<file path="src/rtl/regfile_pkg.sv">
// Shared widths, FSM state and bundle types for the operand-fetch sequencer.
// Latency: n/a (types and constants only).
// Backpressure: n/a.
package regfile_pkg;

  localparam int DATA_W = 16;
  localparam int ADDR_W = 3;
  localparam int NREGS  = 2 ** ADDR_W;

  // Operand stage occupancy.
  typedef enum logic {
    EMPTY = 1'b0,
    FULL  = 1'b1
  } state_t;

  // Issued instruction as seen on the issue port.
  typedef struct packed {
    logic [ADDR_W-1:0] src_a;
    logic [ADDR_W-1:0] src_b;
    logic [ADDR_W-1:0] dst;
    logic              wr_en;
  } iss_t;

  // Contents of the one-entry operand stage.
  typedef struct packed {
    logic [DATA_W-1:0] a;
    logic [DATA_W-1:0] b;
    logic [ADDR_W-1:0] dst;
    logic              wr_en;
  } opd_t;

endpackage

</file>
<file path="src/rtl/regfile_access_ctrl_if.sv">
// Issue, operand, writeback and register-file port bundle of the sequencer.
// Latency: n/a (wires only).
// Backpressure: iss_ready/opd_ready handshakes; writeback has no ready.
interface regfile_access_ctrl_if;
  import regfile_pkg::*;

  logic              iss_valid;
  logic              iss_ready;
  logic [ADDR_W-1:0] iss_src_a;
  logic [ADDR_W-1:0] iss_src_b;
  logic [ADDR_W-1:0] iss_dst;
  logic              iss_wr_en;

  logic              opd_valid;
  logic              opd_ready;
  logic [DATA_W-1:0] opd_a;
  logic [DATA_W-1:0] opd_b;
  logic [ADDR_W-1:0] opd_dst;
  logic              opd_wr_en;

  logic              wb_valid;
  logic [ADDR_W-1:0] wb_dst;
  logic [DATA_W-1:0] wb_data;

  logic [ADDR_W-1:0] rf_a1;
  logic [ADDR_W-1:0] rf_a2;
  logic [ADDR_W-1:0] rf_a3;
  logic [DATA_W-1:0] rf_wd;
  logic              rf_we;
  logic [DATA_W-1:0] rf_rd1;
  logic [DATA_W-1:0] rf_rd2;

  // master: the sequencer; slave: issuer, consumer, writeback source and register file.
  modport master (
    input  iss_valid, iss_src_a, iss_src_b, iss_dst, iss_wr_en,
    output iss_ready,
    output opd_valid, opd_a, opd_b, opd_dst, opd_wr_en,
    input  opd_ready,
    input  wb_valid, wb_dst, wb_data,
    output rf_a1, rf_a2, rf_a3, rf_wd, rf_we,
    input  rf_rd1, rf_rd2
  );

  modport slave (
    output iss_valid, iss_src_a, iss_src_b, iss_dst, iss_wr_en,
    input  iss_ready,
    input  opd_valid, opd_a, opd_b, opd_dst, opd_wr_en,
    output opd_ready,
    output wb_valid, wb_dst, wb_data,
    input  rf_a1, rf_a2, rf_a3, rf_wd, rf_we,
    output rf_rd1, rf_rd2
  );

endinterface

</file>
<file path="src/rtl/rf_scoreboard.sv">
// Per-register busy bits with same-cycle writeback release and RAW/WAW hazard detect.
// Latency: hazard is combinational; busy updates on the next clk edge.
// Backpressure: none itself; hazard feeds the issue ready.
module rf_scoreboard
  import regfile_pkg::*;
(
  input  logic              clk,
  input  logic              rst,
  input  logic              set_en,
  input  logic [ADDR_W-1:0] set_idx,
  input  logic              clr_en,
  input  logic [ADDR_W-1:0] clr_idx,
  input  logic [ADDR_W-1:0] src_a,
  input  logic [ADDR_W-1:0] src_b,
  input  logic [ADDR_W-1:0] dst,
  input  logic              dst_en,
  output logic [NREGS-1:0]  busy,
  output logic              hazard
);

  logic blk_a, blk_b, blk_d;

  // A register still counts as pending unless this cycle's writeback targets it.
  always_comb begin
    blk_a  = busy[src_a] && !(clr_en && (clr_idx == src_a));
    blk_b  = busy[src_b] && !(clr_en && (clr_idx == src_b));
    blk_d  = busy[dst]   && !(clr_en && (clr_idx == dst));
    hazard = blk_a || blk_b || (dst_en && blk_d);
  end

  // Busy vector: the set is written last so it wins over a clear to the same index.
  always_ff @(posedge clk or negedge rst) begin
    if (!rst) begin
      busy <= '0;
    end else begin
      if (clr_en) busy[clr_idx] <= 1'b0;
      if (set_en) busy[set_idx] <= 1'b1;
    end
  end

endmodule

</file>
<file path="src/rtl/regfile_access_ctrl.sv">
// Operand-fetch/writeback sequencer: issue handshake, RF read/write ports, bypassed operand stage.
// Latency: accept at edge N -> opd_valid after edge N; one instruction per cycle when unblocked.
// Backpressure: iss_ready drops on hazard or on a full stage with opd_ready low; writeback never blocked.
module regfile_access_ctrl
  import regfile_pkg::*;
(
  input  logic                  clk,
  input  logic                  rst,
  regfile_access_ctrl_if.master bus,
  output logic                  wb_err,
  output logic [15:0]           stall_cnt
);

  iss_t              iss;
  opd_t              opd_q;
  state_t            state_q;
  state_t            state_d;
  logic [NREGS-1:0]  busy;
  logic              hazard;
  logic              accept;
  logic              wb_hit_a;
  logic              wb_hit_b;
  logic [DATA_W-1:0] byp_a;
  logic [DATA_W-1:0] byp_b;

  assign iss = '{src_a: bus.iss_src_a, src_b: bus.iss_src_b,
                 dst: bus.iss_dst, wr_en: bus.iss_wr_en};

  // Register file ports: reads follow the issue payload, writes follow the writeback.
  assign bus.rf_a1 = iss.src_a;
  assign bus.rf_a2 = iss.src_b;
  assign bus.rf_a3 = bus.wb_dst;
  assign bus.rf_wd = bus.wb_data;
  assign bus.rf_we = bus.wb_valid & rst;

  rf_scoreboard u_sb (
    .clk     (clk),
    .rst     (rst),
    .set_en  (accept && iss.wr_en),
    .set_idx (iss.dst),
    .clr_en  (bus.wb_valid),
    .clr_idx (bus.wb_dst),
    .src_a   (iss.src_a),
    .src_b   (iss.src_b),
    .dst     (iss.dst),
    .dst_en  (iss.wr_en),
    .busy    (busy),
    .hazard  (hazard)
  );

  assign bus.iss_ready = rst && !hazard && ((state_q == EMPTY) || bus.opd_ready);
  assign accept        = bus.iss_valid && bus.iss_ready;

  // Same-edge RF write is not yet visible on the read ports, so take it from the writeback bus.
  always_comb begin
    wb_hit_a = bus.wb_valid && (bus.wb_dst == iss.src_a);
    wb_hit_b = bus.wb_valid && (bus.wb_dst == iss.src_b);
    byp_a    = wb_hit_a ? bus.wb_data : bus.rf_rd1;
    byp_b    = wb_hit_b ? bus.wb_data : bus.rf_rd2;
  end

  // Operand stage occupancy: a full stage reloads or drains only when the consumer takes it.
  always_comb begin
    state_d = state_q;
    case (state_q)
      EMPTY:   if (accept) state_d = FULL;
      FULL:    if (bus.opd_ready && !accept) state_d = EMPTY;
      default: state_d = EMPTY;
    endcase
  end

  // State register; reset drops any held instruction.
  always_ff @(posedge clk or negedge rst) begin
    if (!rst) state_q <= EMPTY;
    else      state_q <= state_d;
  end

  // Operand payload loads only on accept, so it is stable while the consumer stalls.
  always_ff @(posedge clk or negedge rst) begin
    if (!rst)        opd_q <= '0;
    else if (accept) opd_q <= '{a: byp_a, b: byp_b, dst: iss.dst, wr_en: iss.wr_en};
  end

  assign bus.opd_valid = (state_q == FULL);
  assign bus.opd_a     = opd_q.a;
  assign bus.opd_b     = opd_q.b;
  assign bus.opd_dst   = opd_q.dst;
  assign bus.opd_wr_en = opd_q.wr_en;

  // Sticky flag for a writeback arriving at a register nobody was waiting on.
  always_ff @(posedge clk or negedge rst) begin
    if (!rst)                                   wb_err <= 1'b0;
    else if (bus.wb_valid && !busy[bus.wb_dst]) wb_err <= 1'b1;
  end

  // Saturating count of cycles an offered issue was held back by a hazard.
  always_ff @(posedge clk or negedge rst) begin
    if (!rst)
      stall_cnt <= '0;
    else if (bus.iss_valid && hazard && (stall_cnt != 16'hFFFF))
      stall_cnt <= stall_cnt + 16'd1;
  end

endmodule

</file>
<file path="src/flat_wrapper.sv">
// flat-port wrapper written by rule: the top's interface ports become plain ports
module regfile_access_ctrl_flat import regfile_pkg::*;
  (clk, rst, wb_err, stall_cnt, bus_iss_valid, bus_iss_src_a, bus_iss_src_b, bus_iss_dst, bus_iss_wr_en, bus_iss_ready, bus_opd_valid, bus_opd_a, bus_opd_b, bus_opd_dst, bus_opd_wr_en, bus_opd_ready, bus_wb_valid, bus_wb_dst, bus_wb_data, bus_rf_a1, bus_rf_a2, bus_rf_a3, bus_rf_wd, bus_rf_we, bus_rf_rd1, bus_rf_rd2);
  regfile_access_ctrl_if bus_i ();
  input  logic clk;
  input  logic rst;
  output logic wb_err;
  output logic [15:0] stall_cnt;
  input wire logic [$bits(bus_i.iss_valid)-1:0] bus_iss_valid;
  input wire logic [$bits(bus_i.iss_src_a)-1:0] bus_iss_src_a;
  input wire logic [$bits(bus_i.iss_src_b)-1:0] bus_iss_src_b;
  input wire logic [$bits(bus_i.iss_dst)-1:0] bus_iss_dst;
  input wire logic [$bits(bus_i.iss_wr_en)-1:0] bus_iss_wr_en;
  output wire logic [$bits(bus_i.iss_ready)-1:0] bus_iss_ready;
  output wire logic [$bits(bus_i.opd_valid)-1:0] bus_opd_valid;
  output wire logic [$bits(bus_i.opd_a)-1:0] bus_opd_a;
  output wire logic [$bits(bus_i.opd_b)-1:0] bus_opd_b;
  output wire logic [$bits(bus_i.opd_dst)-1:0] bus_opd_dst;
  output wire logic [$bits(bus_i.opd_wr_en)-1:0] bus_opd_wr_en;
  input wire logic [$bits(bus_i.opd_ready)-1:0] bus_opd_ready;
  input wire logic [$bits(bus_i.wb_valid)-1:0] bus_wb_valid;
  input wire logic [$bits(bus_i.wb_dst)-1:0] bus_wb_dst;
  input wire logic [$bits(bus_i.wb_data)-1:0] bus_wb_data;
  output wire logic [$bits(bus_i.rf_a1)-1:0] bus_rf_a1;
  output wire logic [$bits(bus_i.rf_a2)-1:0] bus_rf_a2;
  output wire logic [$bits(bus_i.rf_a3)-1:0] bus_rf_a3;
  output wire logic [$bits(bus_i.rf_wd)-1:0] bus_rf_wd;
  output wire logic [$bits(bus_i.rf_we)-1:0] bus_rf_we;
  input wire logic [$bits(bus_i.rf_rd1)-1:0] bus_rf_rd1;
  input wire logic [$bits(bus_i.rf_rd2)-1:0] bus_rf_rd2;
  assign bus_i.iss_valid = bus_iss_valid;
  assign bus_i.iss_src_a = bus_iss_src_a;
  assign bus_i.iss_src_b = bus_iss_src_b;
  assign bus_i.iss_dst = bus_iss_dst;
  assign bus_i.iss_wr_en = bus_iss_wr_en;
  assign bus_iss_ready = bus_i.iss_ready;
  assign bus_opd_valid = bus_i.opd_valid;
  assign bus_opd_a = bus_i.opd_a;
  assign bus_opd_b = bus_i.opd_b;
  assign bus_opd_dst = bus_i.opd_dst;
  assign bus_opd_wr_en = bus_i.opd_wr_en;
  assign bus_i.opd_ready = bus_opd_ready;
  assign bus_i.wb_valid = bus_wb_valid;
  assign bus_i.wb_dst = bus_wb_dst;
  assign bus_i.wb_data = bus_wb_data;
  assign bus_rf_a1 = bus_i.rf_a1;
  assign bus_rf_a2 = bus_i.rf_a2;
  assign bus_rf_a3 = bus_i.rf_a3;
  assign bus_rf_wd = bus_i.rf_wd;
  assign bus_rf_we = bus_i.rf_we;
  assign bus_i.rf_rd1 = bus_rf_rd1;
  assign bus_i.rf_rd2 = bus_rf_rd2;
  regfile_access_ctrl u_core (.clk(clk), .rst(rst), .bus(bus_i), .wb_err(wb_err), .stall_cnt(stall_cnt));
endmodule
</file>
<file path="config.mk">
export PLATFORM = sky130hd
export DESIGN_NAME = regfile_access_ctrl_flat
export DESIGN_NICKNAME = d
export VERILOG_FILES = /design/src/rtl/regfile_pkg.sv /design/src/rtl/regfile_access_ctrl_if.sv /design/src/rtl/rf_scoreboard.sv /design/src/rtl/regfile_access_ctrl.sv /design/src/flat_wrapper.sv
export SDC_FILE = /design/constraint.sdc
export NUM_CORES = 1
export LEC_CHECK = 0
export ABC_AREA = 1
export BUFFER_PORTS_ARGS = -buffer_cell sky130_fd_sc_hd__buf_4
export CORE_MARGIN = 4
export CORE_UTILIZATION = 54
export CTS_CLUSTER_DIAMETER = 80
export DETAILED_ROUTE_END_ITERATION = 8
export GPL_TIMING_DRIVEN = 0
export PLACE_DENSITY = 0.83
export SETUP_SLACK_MARGIN = 0.5
export SYNTH_ARGS = -nofsm -noshare
export SYNTH_HDL_FRONTEND = slang
export SYNTH_SLANG_ARGS = --single-unit
</file>
<file path="constraint.sdc">
create_clock -name clk -period 2.8 [get_ports clk]
set_clock_uncertainty 0.15 [all_clocks]
set_input_delay 0.56 -clock clk [delete_from_list [all_inputs] [get_ports clk]]
set_output_delay 0.56 -clock clk [all_outputs]
set_load 0.005 [all_outputs]
</file>
Word-level counts from Yosys, hierarchy flattened
Index checks and enable logic that the tools add are counted.
{ "totals": {"reg_bits": 62, "in_bits": 66, "out_inout_bits": 81, "elab_cells": 69} }
{ "op_classes": {"addsub": 1, "order_cmp": 6, "n_eq_ne": 4, "mux": 19, "bitwise_logic": 5, "n_reduce_logical": 26} }
{ "op_table": {"columns": ["cell", "n"], "rows": [
  ["2-to-1 mux 16 bit", 2],
  ["logical AND 1 bit", 17],
  ["adder 16 x 1 -> 16 bit (second input constant)", 1],
  ["less-than comparator 3 x 4 -> 1 bit (second input constant)", 4],
  ["2-to-1 mux 8 bit", 2],
  ["!= test 16 bit (second input constant)", 1],
  ["binary-select mux 1 bit (select 3 bit)", 4],
  ["== test 3 bit", 3],
  ["AND 8 bit", 1],
  ["2-to-1 mux 1 bit", 8],
  ["inverter 8 bit", 1],
  ["bitwise OR 8 bit", 1],
  ["demux 1 bit (select 3 bit)", 2],
  [">= comparator 3 x 1 -> 1 bit (second input constant)", 2],
  ["zero test 1 bit", 6],
  ["logical OR 1 bit", 3],
  ["case mux 1 bit (2 select lines)", 1],
  ["AND 1 bit", 1],
  ["inverter 1 bit", 1]
]} }

Depth between registers and ports, before layout
Gate-level depths: netlist of run 1.
{ "depth": {"depth_word": 14, "depth_mapped": 14} }

Cells and area by module
Synthesis of run 1 repeated with hierarchy kept, for this count alone.
{ "hier_totals": {"hier_cells": 626, "area_unflattened_um2": 4214.0} }
{ "modules_own_cells": {"columns": ["mod", "instances", "cells_each", "area_each_um2"], "rows": [
  ["regfile_access_ctrl", 1, 502, 3464.6],
  ["rf_scoreboard", 1, 124, 749.5]
]} }

Worst setup path before layout of run 1
OpenSTA, ideal clock, no wires.
{ "synth_path": {"path_kind": "input-to-output", "startpoint": "in bus_wb_dst[2]", "endpoint": "out bus_iss_ready", "arrival_time_ns": 1.443, "required_time_ns": 2.090, "setup_slack_ns": 0.647, "path_stages": 9, "path_cell_list": "buf_4 inv_2 nand2_1 nand2_1 nor2_2 nand2_4 nand3_2 nand2_4 nor3b_1"} }
{ "synth_between": {"elab_chain_len": 9} }
{ "synth_lines": {"columns": ["item", "line", "text"], "rows": [
  ["from (decl)", "flat_wrapper.sv:22", "input wire logic [$bits(bus_i.wb_dst)-1:0] bus_wb_dst;"],
  ["== test 3 bit, on equally long branches", "rf_scoreboard.sv:25, rf_scoreboard.sv:26, rf_scoreboard.sv:27", null],
  ["logical AND 1 bit, on equally long branches", "rf_scoreboard.sv:25, rf_scoreboard.sv:26, rf_scoreboard.sv:27", null],
  ["zero test 1 bit, on equally long branches", "rf_scoreboard.sv:25, rf_scoreboard.sv:26, rf_scoreboard.sv:27", null],
  ["logical AND 1 bit, on equally long branches", "rf_scoreboard.sv:25, rf_scoreboard.sv:26, rf_scoreboard.sv:27", null],
  ["logical OR 1 bit / logical AND 1 bit (equally long branches)", "rf_scoreboard.sv:28", "hazard = blk_a || blk_b || (dst_en && blk_d);"],
  ["logical OR 1 bit *", "rf_scoreboard.sv:28", null],
  ["zero test 1 bit *", "regfile_access_ctrl.sv:51", "assign bus.iss_ready = rst && !hazard && ((state_q == EMPTY) || bus.opd_ready);"],
  ["logical AND 1 bit * (2 in series)", "regfile_access_ctrl.sv:51", null],
  ["to (decl)", "flat_wrapper.sv:14", "output wire logic [$bits(bus_i.iss_ready)-1:0] bus_iss_ready;"]
]} }
Mark *: on every way between the ends. The rest lies on a longest branch, timed or not.

Final worst setup path of run 1
{ "layout_path": {"startpoint": "reg u_core.u_sb.busy[5]", "endpoint": "out bus_iss_ready"} }
{ "layout_between": {"elab_chain_len": 8} }
{ "layout_lines": {"columns": ["item", "line", "text"], "rows": [
  ["from (decl)", "rf_scoreboard.sv:17", "output logic [NREGS-1:0] busy,"],
  ["from (signal assigned)", "rf_scoreboard.sv:34", "busy <= '0;"],
  ["from (signal, indexed assignment)", "rf_scoreboard.sv:36", "if (clr_en) busy[clr_idx] <= 1'b0;"],
  ["from (signal, indexed assignment)", "rf_scoreboard.sv:37", "if (set_en) busy[set_idx] <= 1'b1;"],
  ["binary-select mux 1 bit (select 3 bit), on equally long branches", "rf_scoreboard.sv:25, rf_scoreboard.sv:26, rf_scoreboard.sv:27", null],
  ["2-to-1 mux 1 bit, on equally long branches", "rf_scoreboard.sv:25, rf_scoreboard.sv:26, rf_scoreboard.sv:27", null],
  ["logical AND 1 bit, on equally long branches", "rf_scoreboard.sv:25, rf_scoreboard.sv:26, rf_scoreboard.sv:27", null],
  ["logical OR 1 bit / logical AND 1 bit (equally long branches)", "rf_scoreboard.sv:28", null],
  ["logical OR 1 bit *", "rf_scoreboard.sv:28", null],
  ["zero test 1 bit *", "regfile_access_ctrl.sv:51", null],
  ["logical AND 1 bit * (2 in series)", "regfile_access_ctrl.sv:51", null]
]} }
Mark *: on every way between the ends. The rest lies on a longest branch, timed or not. The select of a mux whose other input is x is not followed.

==> reports/qor.csv, run 1 <==
stage;metric;value;unit
outcome;status;complete, but fails checks;
outcome;failing checks;negative hold slack;
power;sw frac;34.1;%
critical_path;Req. time, crit path;2090;ps
critical_path;Worst R2R End;u_core.bus.opd_b[7]$_DFFE_PN0P_;
clocking;Root Driver;clkbuf_8;
synthesis;register bit count reported by yosys;62;
power;sequential power share;39.8;%
timing;worst rel slew slack;71.4;%
place;number of port buffers;142;
synthesis;Synth Flop Type;dfrtp_1;
critical_path;crit start category;register;
critical_path;Crit path arrival time;1610;ps
drt;DR DRC count;0;
hold_path;Hold Crit Class;in2async;
timing;WHS;-66.0;ps
final_layout;multi-input logic area;2100;um2
synthesis;YS warnings;0;
critical_path;CP endpoint;bus_iss_ready;
synthesis;Synth area leaders;dfrtp_1, nand2_1, mux2i_1;
place;Final HPWL DP;8.36;mm
synthesis;Yosys top cell area share;38.3;%
final_layout;area delta synth->final;38.4;%
drt;via count;3772;
clocking;Worst-path clk slew;70;ps
power;worst vdd ir;0.485;mV
place;Placed Area;5240;um2
drt;Routed Wire Length;11.2;mm
drt;ANT nets after route;0;
drt;drt wl/cell;15.3;um
timing;maximum clock frequency;432;MHz
final_layout;Non-Filler Cell Area, Final;5600;um2
floorplan;die height;94.6;um
critical_path;Setup crit start;u_core.u_sb.busy[5]$_DFF_PN0_;
synthesis;asr flop ratio synth;100;%
final_layout;diode count;0;
drt;initial drt markers;142;
synthesis;Cells after Synth;468;
critical_path;CP endpoint kind;output port;
floorplan;I/O pin count;147;
global_route;largest net degree at the start of global routing;65;
power;share of power burned in the clock network;20.2;%
synthesis;synth unique cells;34;
final_layout;Nets;697;
synthesis;Mapped Nets;535;
timing;Sum Neg Setup Slack;0;ps
floorplan;Rows;31;
power;Psw;1.19;mW
floorplan;Die Area;8950;um2
power;Leak Pwr;3.03;nW
power;internal power;2.31;mW
clocking;CTS sink cnt;62;
timing;RSZ-0062 raised after global routing;true;
clocking;Skew-Pair Late Insertion Delay;340;ps
synthesis;Cell Area, Synth;4050;um2
critical_path;R2R setup slack;650;ps
synthesis;Post-synth EDFFs;0;
global_route;vias in the first global route;3649;
global_route;initial antenna violation count;0;
critical_path;critical path type;reg2out;
critical_path;Reg-to-Reg Start;u_core.u_sb.busy[5]$_DFF_PN0_;
clocking;Longest Clk Path Bufs;2;
global_route;gr ovfl total;0;
synthesis;leading area contributor after synthesis;dfrtp_1;
clocking;TritonCTS clock tree;done;
final_layout;FF/Latch Area;1550;um2
final_layout;fin cells;733;
global_route;GRT Total Usage;25.4;%
floorplan;die width;94.6;um
timing;Worst Max-Slew Pin Slew;428;ps
timing;Min Clock Period, post-route;2320;ps
timing;endpoints failing setup;0;
floorplan;Starting Density;55.8;%
power;Comb pwr share;40.0;%
critical_path;worst-path fanout max;3;
critical_path;reg2reg path depth;13;
drt;Vias/cell;5.15;
final_layout;fill cell count;549;
floorplan;core footprint;7250;um2
clocking;total CTS buffers;9;
timing;final period utilization;82.7;%
power;total power;3.50;mW
synthesis;sequential share of the synthesized area;38.3;%
final_layout;share of layout cells above drive strength 1;49.4;%
drt;1st-pass router iterations;4;
synthesis;Syn Area/Cell;8.65;um2
power;pwr/cell area;624;nW/um2
run;MaxCap Viol Count;0;
global_route;first-pass GRT wire length;17.7;mm
timing;final hold vios;62;
place;dpl cells;709;
place;Placer Congestion;0.954;
clocking;htree depth;3;
timing;Final Max Slew Viols;0;
[power by group through the flow]
stage          clock network [mW]  logic (mW)  registers [mW]
6_report                    0.708        1.40            1.39
5_1_grt                     0.758        1.52            1.43
2_1_floorplan                   0       0.647            1.41
3_5_place_dp                    0        1.36            1.40
4_1_cts                     0.714        1.39            1.39
3_3_place_gp                    0        1.32            1.39
[final cells by class]
cell class                 instances  share of cell area, %
buffer                            41                   6.14
tap                               99                   2.21
clock buffer                      14                   2.90
timing repair buffer             151                   20.7
multi-input combinational        329                   37.5
clock inverter                     1                 0.0893
inverter                          36                   2.72
sequential                        62                   27.7
[critical path: stages (launching register included)]
cell and delay, ps:
dfrtp_1 400, inv_2 100, nand2_1 70, nand3_1 90, nand3_1 100, nand3_2 120, nand2_4 70, nor3b_4 180
buf_4 140
[worst min-delay path by stage]
stage	end	slack, ps
after global routing	u_core.bus.opd_b[7]$_DFFE_PN0P_	-50
after floorplan	u_core.bus.opd_a[0]$_DFFE_PN0P_	110
after global placement	u_core.bus.opd_wr_en$_DFFE_PN0P_	310
after detailed placement	u_core.bus.opd_a[0]$_DFFE_PN0P_	320
after CTS	u_core.bus.opd_b[10]$_DFFE_PN0P_	-40
final	u_core.bus.opd_b[10]$_DFFE_PN0P_	-70
[state kept, by name, indices dropped and copies added (netlist names)]
signal and flops:
u_core.bus.opd_a 16, u_core.bus.opd_b 16, u_core.bus.opd_dst 3, u_core.bus.opd_valid 1
u_core.bus.opd_wr_en 1, u_core.stall_cnt 16, u_core.u_sb.busy 8, u_core.wb_err 1
[cell usage after synthesis (2+ instances only)]
library cell   n
inv_2          5
buf_4         30
nor2_8         2
dfrtp_1       62
inv_1         31
o21ai_2       35
o21ai_1        2
nand4_1        3
nand3_2        2
xor2_1        11
nand3_1       42
nand2_4        4
buf_2          2
nor3b_1        2
nor2_1        22
nand2_1       93
mux2i_1       32
nand3b_1       2
buf_6          8
nor2_2         5
nand2_2       33
a21oi_1       12
o21bai_1       8
nor3_1         8
xnor2_1        3
[logic make-up after synthesis]
kind of cell / synth area share, %
flip-flops: 38.3
XOR/XNOR: 3.03
buffers and inverters: 11.5
AND/OR/NAND/NOR: 27.5
adder cells (fa/ha/maj): 0.309
multiplexers: 7.91
AO/OA/AOI/OAI: 11.5
[through the flow]
step / util [%] / setup WS, ps
6_report: 77.3 / 484
3_3_place_gp: 72.2 / 41.2
5_1_grt: 77.3 / 409
2_1_floorplan: - / 647
3_5_place_dp: 72.2 / 16.9
4_1_cts: 75.5 / 502
[what timing repair did]
item | CTS | global route
buffers inserted | 5 | 4
pin swaps | 8 | 21
gates resized for setup | 18 | 24
hold endpoints to repair | 62 | 62
setup endpoints to repair | 1 | 1
[per-layer routing]
| layer | share of wire [%] | GRT usage [%] |
|---|---|---|
| met2 | 51 | 44.9 |
| met4 | 2.0 | 9.62 |
| met5 | 0 | 0 |
| met3 | 6.0 | 3.19 |
| met1 | 41 | 31.6 |
[layout by cell type (no fill, tap or decap), drive strengths merged, types with 12 or more instances in the layout]
| cell | synthesis | layout |
|---|---|---|
| mux2i | 32 | 32 |
| dfrtp | 62 | 62 |
| nand2 | 130 | 130 |
| clkbuf | 1 | 15 |
| nor2 | 30 | 30 |
| a21oi | 12 | 12 |
| nand3 | 45 | 45 |
| o21ai | 38 | 38 |
| buf | 40 | 191 |
| inv | 36 | 36 |
Power figures use the tool's default switching activity.
==> inputs of run 2 (changes only) <==
--- a/config.mk
+++ b/config.mk
@@ -8,11 +8,11 @@
 export ABC_AREA = 1
 export BUFFER_PORTS_ARGS = -buffer_cell sky130_fd_sc_hd__buf_4
 export CORE_MARGIN = 4
-export CORE_UTILIZATION = 54
+export CORE_UTILIZATION = 46
 export CTS_CLUSTER_DIAMETER = 80
 export DETAILED_ROUTE_END_ITERATION = 8
 export GPL_TIMING_DRIVEN = 0
-export PLACE_DENSITY = 0.83
+export PLACE_DENSITY = 0.75
 export SETUP_SLACK_MARGIN = 0.5
 export SYNTH_ARGS = -nofsm -noshare
 export SYNTH_HDL_FRONTEND = slang
==> constraint.sdc (replaced) <==
create_clock -name clk -period 2 [get_ports clk]
set_clock_uncertainty 0.15 [all_clocks]
set_input_delay 0.4 -clock clk [delete_from_list [all_inputs] [get_ports clk]]
set_output_delay 0.4 -clock clk [all_outputs]
set_load 0.005 [all_outputs]
==> run 2 against run 1 <==
  * The flow finishes with violations (negative setup slack)
  * Non-clock buffer count increased by 44
  * Flip-flop and latch count did not move
  * Critical path depth up 6
  * Largest cell class unchanged
  * Sequential share of layout area is 4.2 points lower
  * First-iteration DRC count up 9.9%
  * Sequential power grew 50%
==> reports/qor.csv, run 2 (synthesis gave the netlist of run 1 again) <==
stage;metric;value;unit;change
final_layout;Nets;742;;+6.5%
hold_path;Hold Crit Class;in2reg;;
clocking;Root Driver;clkbuf_8;;
drt;1st-pass router iterations;5;;+1
drt;DR DRC count;0;;unchanged
clocking;Longest Clk Path Bufs;2;;unchanged
timing;Min Clock Period, post-route;2130;ps;
run;MaxCap Viol Count;0;;unchanged
global_route;largest net degree at the start of global routing;33;;-49%
clocking;TritonCTS clock tree;done;;
global_route;vias in the first global route;4118;;+13%
drt;Vias/cell;5.37;;+4.4%
final_layout;fill cell count;517;;-5.8%
place;Placer Congestion;0.932;;-2.3%
critical_path;CP endpoint kind;register;;
final_layout;most frequent cells in the layout;buf_4, nand2_1, dfrtp_1, o21ai_2, nand2_2;;
floorplan;Die Area;10400;um2;+16%
critical_path;Req. time, crit path;2090;ps;about the same
floorplan;I/O pin count;147;;unchanged
clocking;CTS sink cnt;62;;unchanged
outcome;failing checks;negative setup slack;;
global_route;initial antenna violation count;0;;unchanged
drt;ANT nets after route;0;;unchanged
timing;maximum clock frequency;469;MHz;
timing;Final Max Slew Viols;0;;unchanged
power;worst vdd ir;0.576;mV;+19%
clocking;total CTS buffers;9;;unchanged
place;Final HPWL DP;8.64;mm;+3.3%
drt;via count;4201;;+11%
final_layout;post-layout util;79.3;%;+2.1 points
final_layout;leading cell type in the layout, fill and taps excluded;buf_4;;
drt;drt wl/cell;18.4;um;+21%
timing;Worst Max-Slew Pin Slew;465;ps;+36.4 ps
final_layout;share of layout cells above drive strength 1;60.1;%;+11 points
floorplan;core footprint;8380;um2;+16%
power;pwr/cell area;856;nW/um2;+37%
place;pre-CTS WS;-389;ps;-406 ps
clocking;htree depth;3;;unchanged
outcome;status;complete, but fails checks;;
drt;Routed Wire Length;14.4;mm;+29%
critical_path;critical path type;reg2reg;;
timing;final hold vios;0;;-100%
final_layout;fin cells;782;;+6.7%
floorplan;Starting Density;48.3;%;-7.5 points
critical_path;R2R setup slack;-130;ps;-780 ps
final_layout;area delta synth->final;64.2;%;
floorplan;Rows;33;;+6.5%
critical_path;worst-path fanout max;7;;+4
timing;setup ws final;-134;ps;-617 ps
global_route;first-pass GRT wire length;20.4;mm;+15%
floorplan;die height;102;um;+7.6%
critical_path;crit start category;register;;
timing;final period utilization;107;%;
timing;RSZ-0062 raised after global routing;true;;
global_route;GRT Total Usage;25.3;%;-0.12 points
clocking;Worst-path clk slew;70;ps;about the same
critical_path;Crit path arrival time;2220;ps;+610 ps
place;number of port buffers;142;;unchanged
timing;worst rel slew slack;68.8;%;-2.7 points
drt;initial drt markers;156;;+9.9%
power;Leak Pwr;3.48;nW;+15%
timing;endpoints failing setup;47;;+47
floorplan;die width;102;um;+7.6%
global_route;gr ovfl total;0;;unchanged
place;dpl cells;715;;+0.85%
clocking;Skew-Pair Late Insertion Delay;350;ps;about the same
final_layout;diode count;0;;unchanged
[run 2: final cells by class]
class | instances | area [um2] | area share (%)
Sequential cell | 62 | 1560 | 23.5
Inverter | 36 | 143 | 2.14
Clock buffer | 11 | 141 | 2.13
Tap cell | 105 | 131 | 1.98
Timing Repair Buffer | 195 | 1790 | 26.9
Clock inverter | 2 | 35.0 | 0.527
Buffer | 41 | 434 | 6.53
Multi-Input combinational cell | 330 | 2420 | 36.3
[run 2: path summary, 6_finish.rpt]
check,start,endpoint,cells past startpoint
setup / recovery,u_core.u_sb.busy[6]$_DFF_PN0_,u_core.bus.opd_a[15]$_DFFE_PN0P_,14
hold / removal,bus_opd_ready,u_core.bus.opd_valid$_DFF_PN0_,2
setup reg to reg,u_core.u_sb.busy[6]$_DFF_PN0_,u_core.bus.opd_a[15]$_DFFE_PN0P_,14
hold reg to reg,u_core.bus.opd_a[4]$_DFFE_PN0P_,u_core.bus.opd_a[4]$_DFFE_PN0P_,2
max in group asynchronous,rst,u_core.stall_cnt[0]$_DFFE_PN0P_,3
min in group asynchronous,rst,u_core.bus.opd_b[11]$_DFFE_PN0P_,3
[run 2: stage by stage]
step / area [um2] / hold slack, ps / TNS (ps) / power (mW)
floorplan: 4130 / -45.6 / 0 / 2.89
global placement: 5330 / 314 / -8770 / 3.82
detailed placement: 5330 / 316 / -10350 / 3.88
CTS: 6120 / 79.1 / -601 / 5.24
global route: 6650 / 76.5 / -6640 / 5.98
finish: 6650 / 81.6 / -2750 / 5.69
[run 2: worst max-delay path, stage by stage (launching register included)]
cell and delay [ps]:
dfrtp_1 390, inv_2 110, nand2_1 70, nand3_1 80, nand3_1 110, nand3_2 100
nand2_4 70, buf_6 130, nor2_8 130, nand3_4 140, buf_12 190, buf_12 120
buf_12 130, nand2_4 50, o21ai_2 50
[run 2: what timing repair did]
action | CTS | global route
setup buffers | 24 | 17
resized for setup | 55 | 89
hold buffers | 3 | 0
gates cloned | 7 | 3
pin swaps | 11 | 23
endpoints found under the hold margin | 62 | 0
setup endpoints to repair | 66 | 72
[run 2: power by group]
group          switching, mW  total (mW)  leakage [nW]  internal, mW
logic                   1.06        2.53          2.60          1.47
registers              0.432        2.08         0.788          1.65
clock network          0.501        1.09        0.0911         0.588
total                   1.99        5.69          3.48          3.70
[run 2: layer usage]
metal	global-route usage, %	part of all wire [%]	vias to the layer above
met5	0	0	-
met4	9.49	3.0	0
met3	4.51	7.2	39
met2	45.6	52	214
met1	30.2	37	2011
li1	-	-	1937
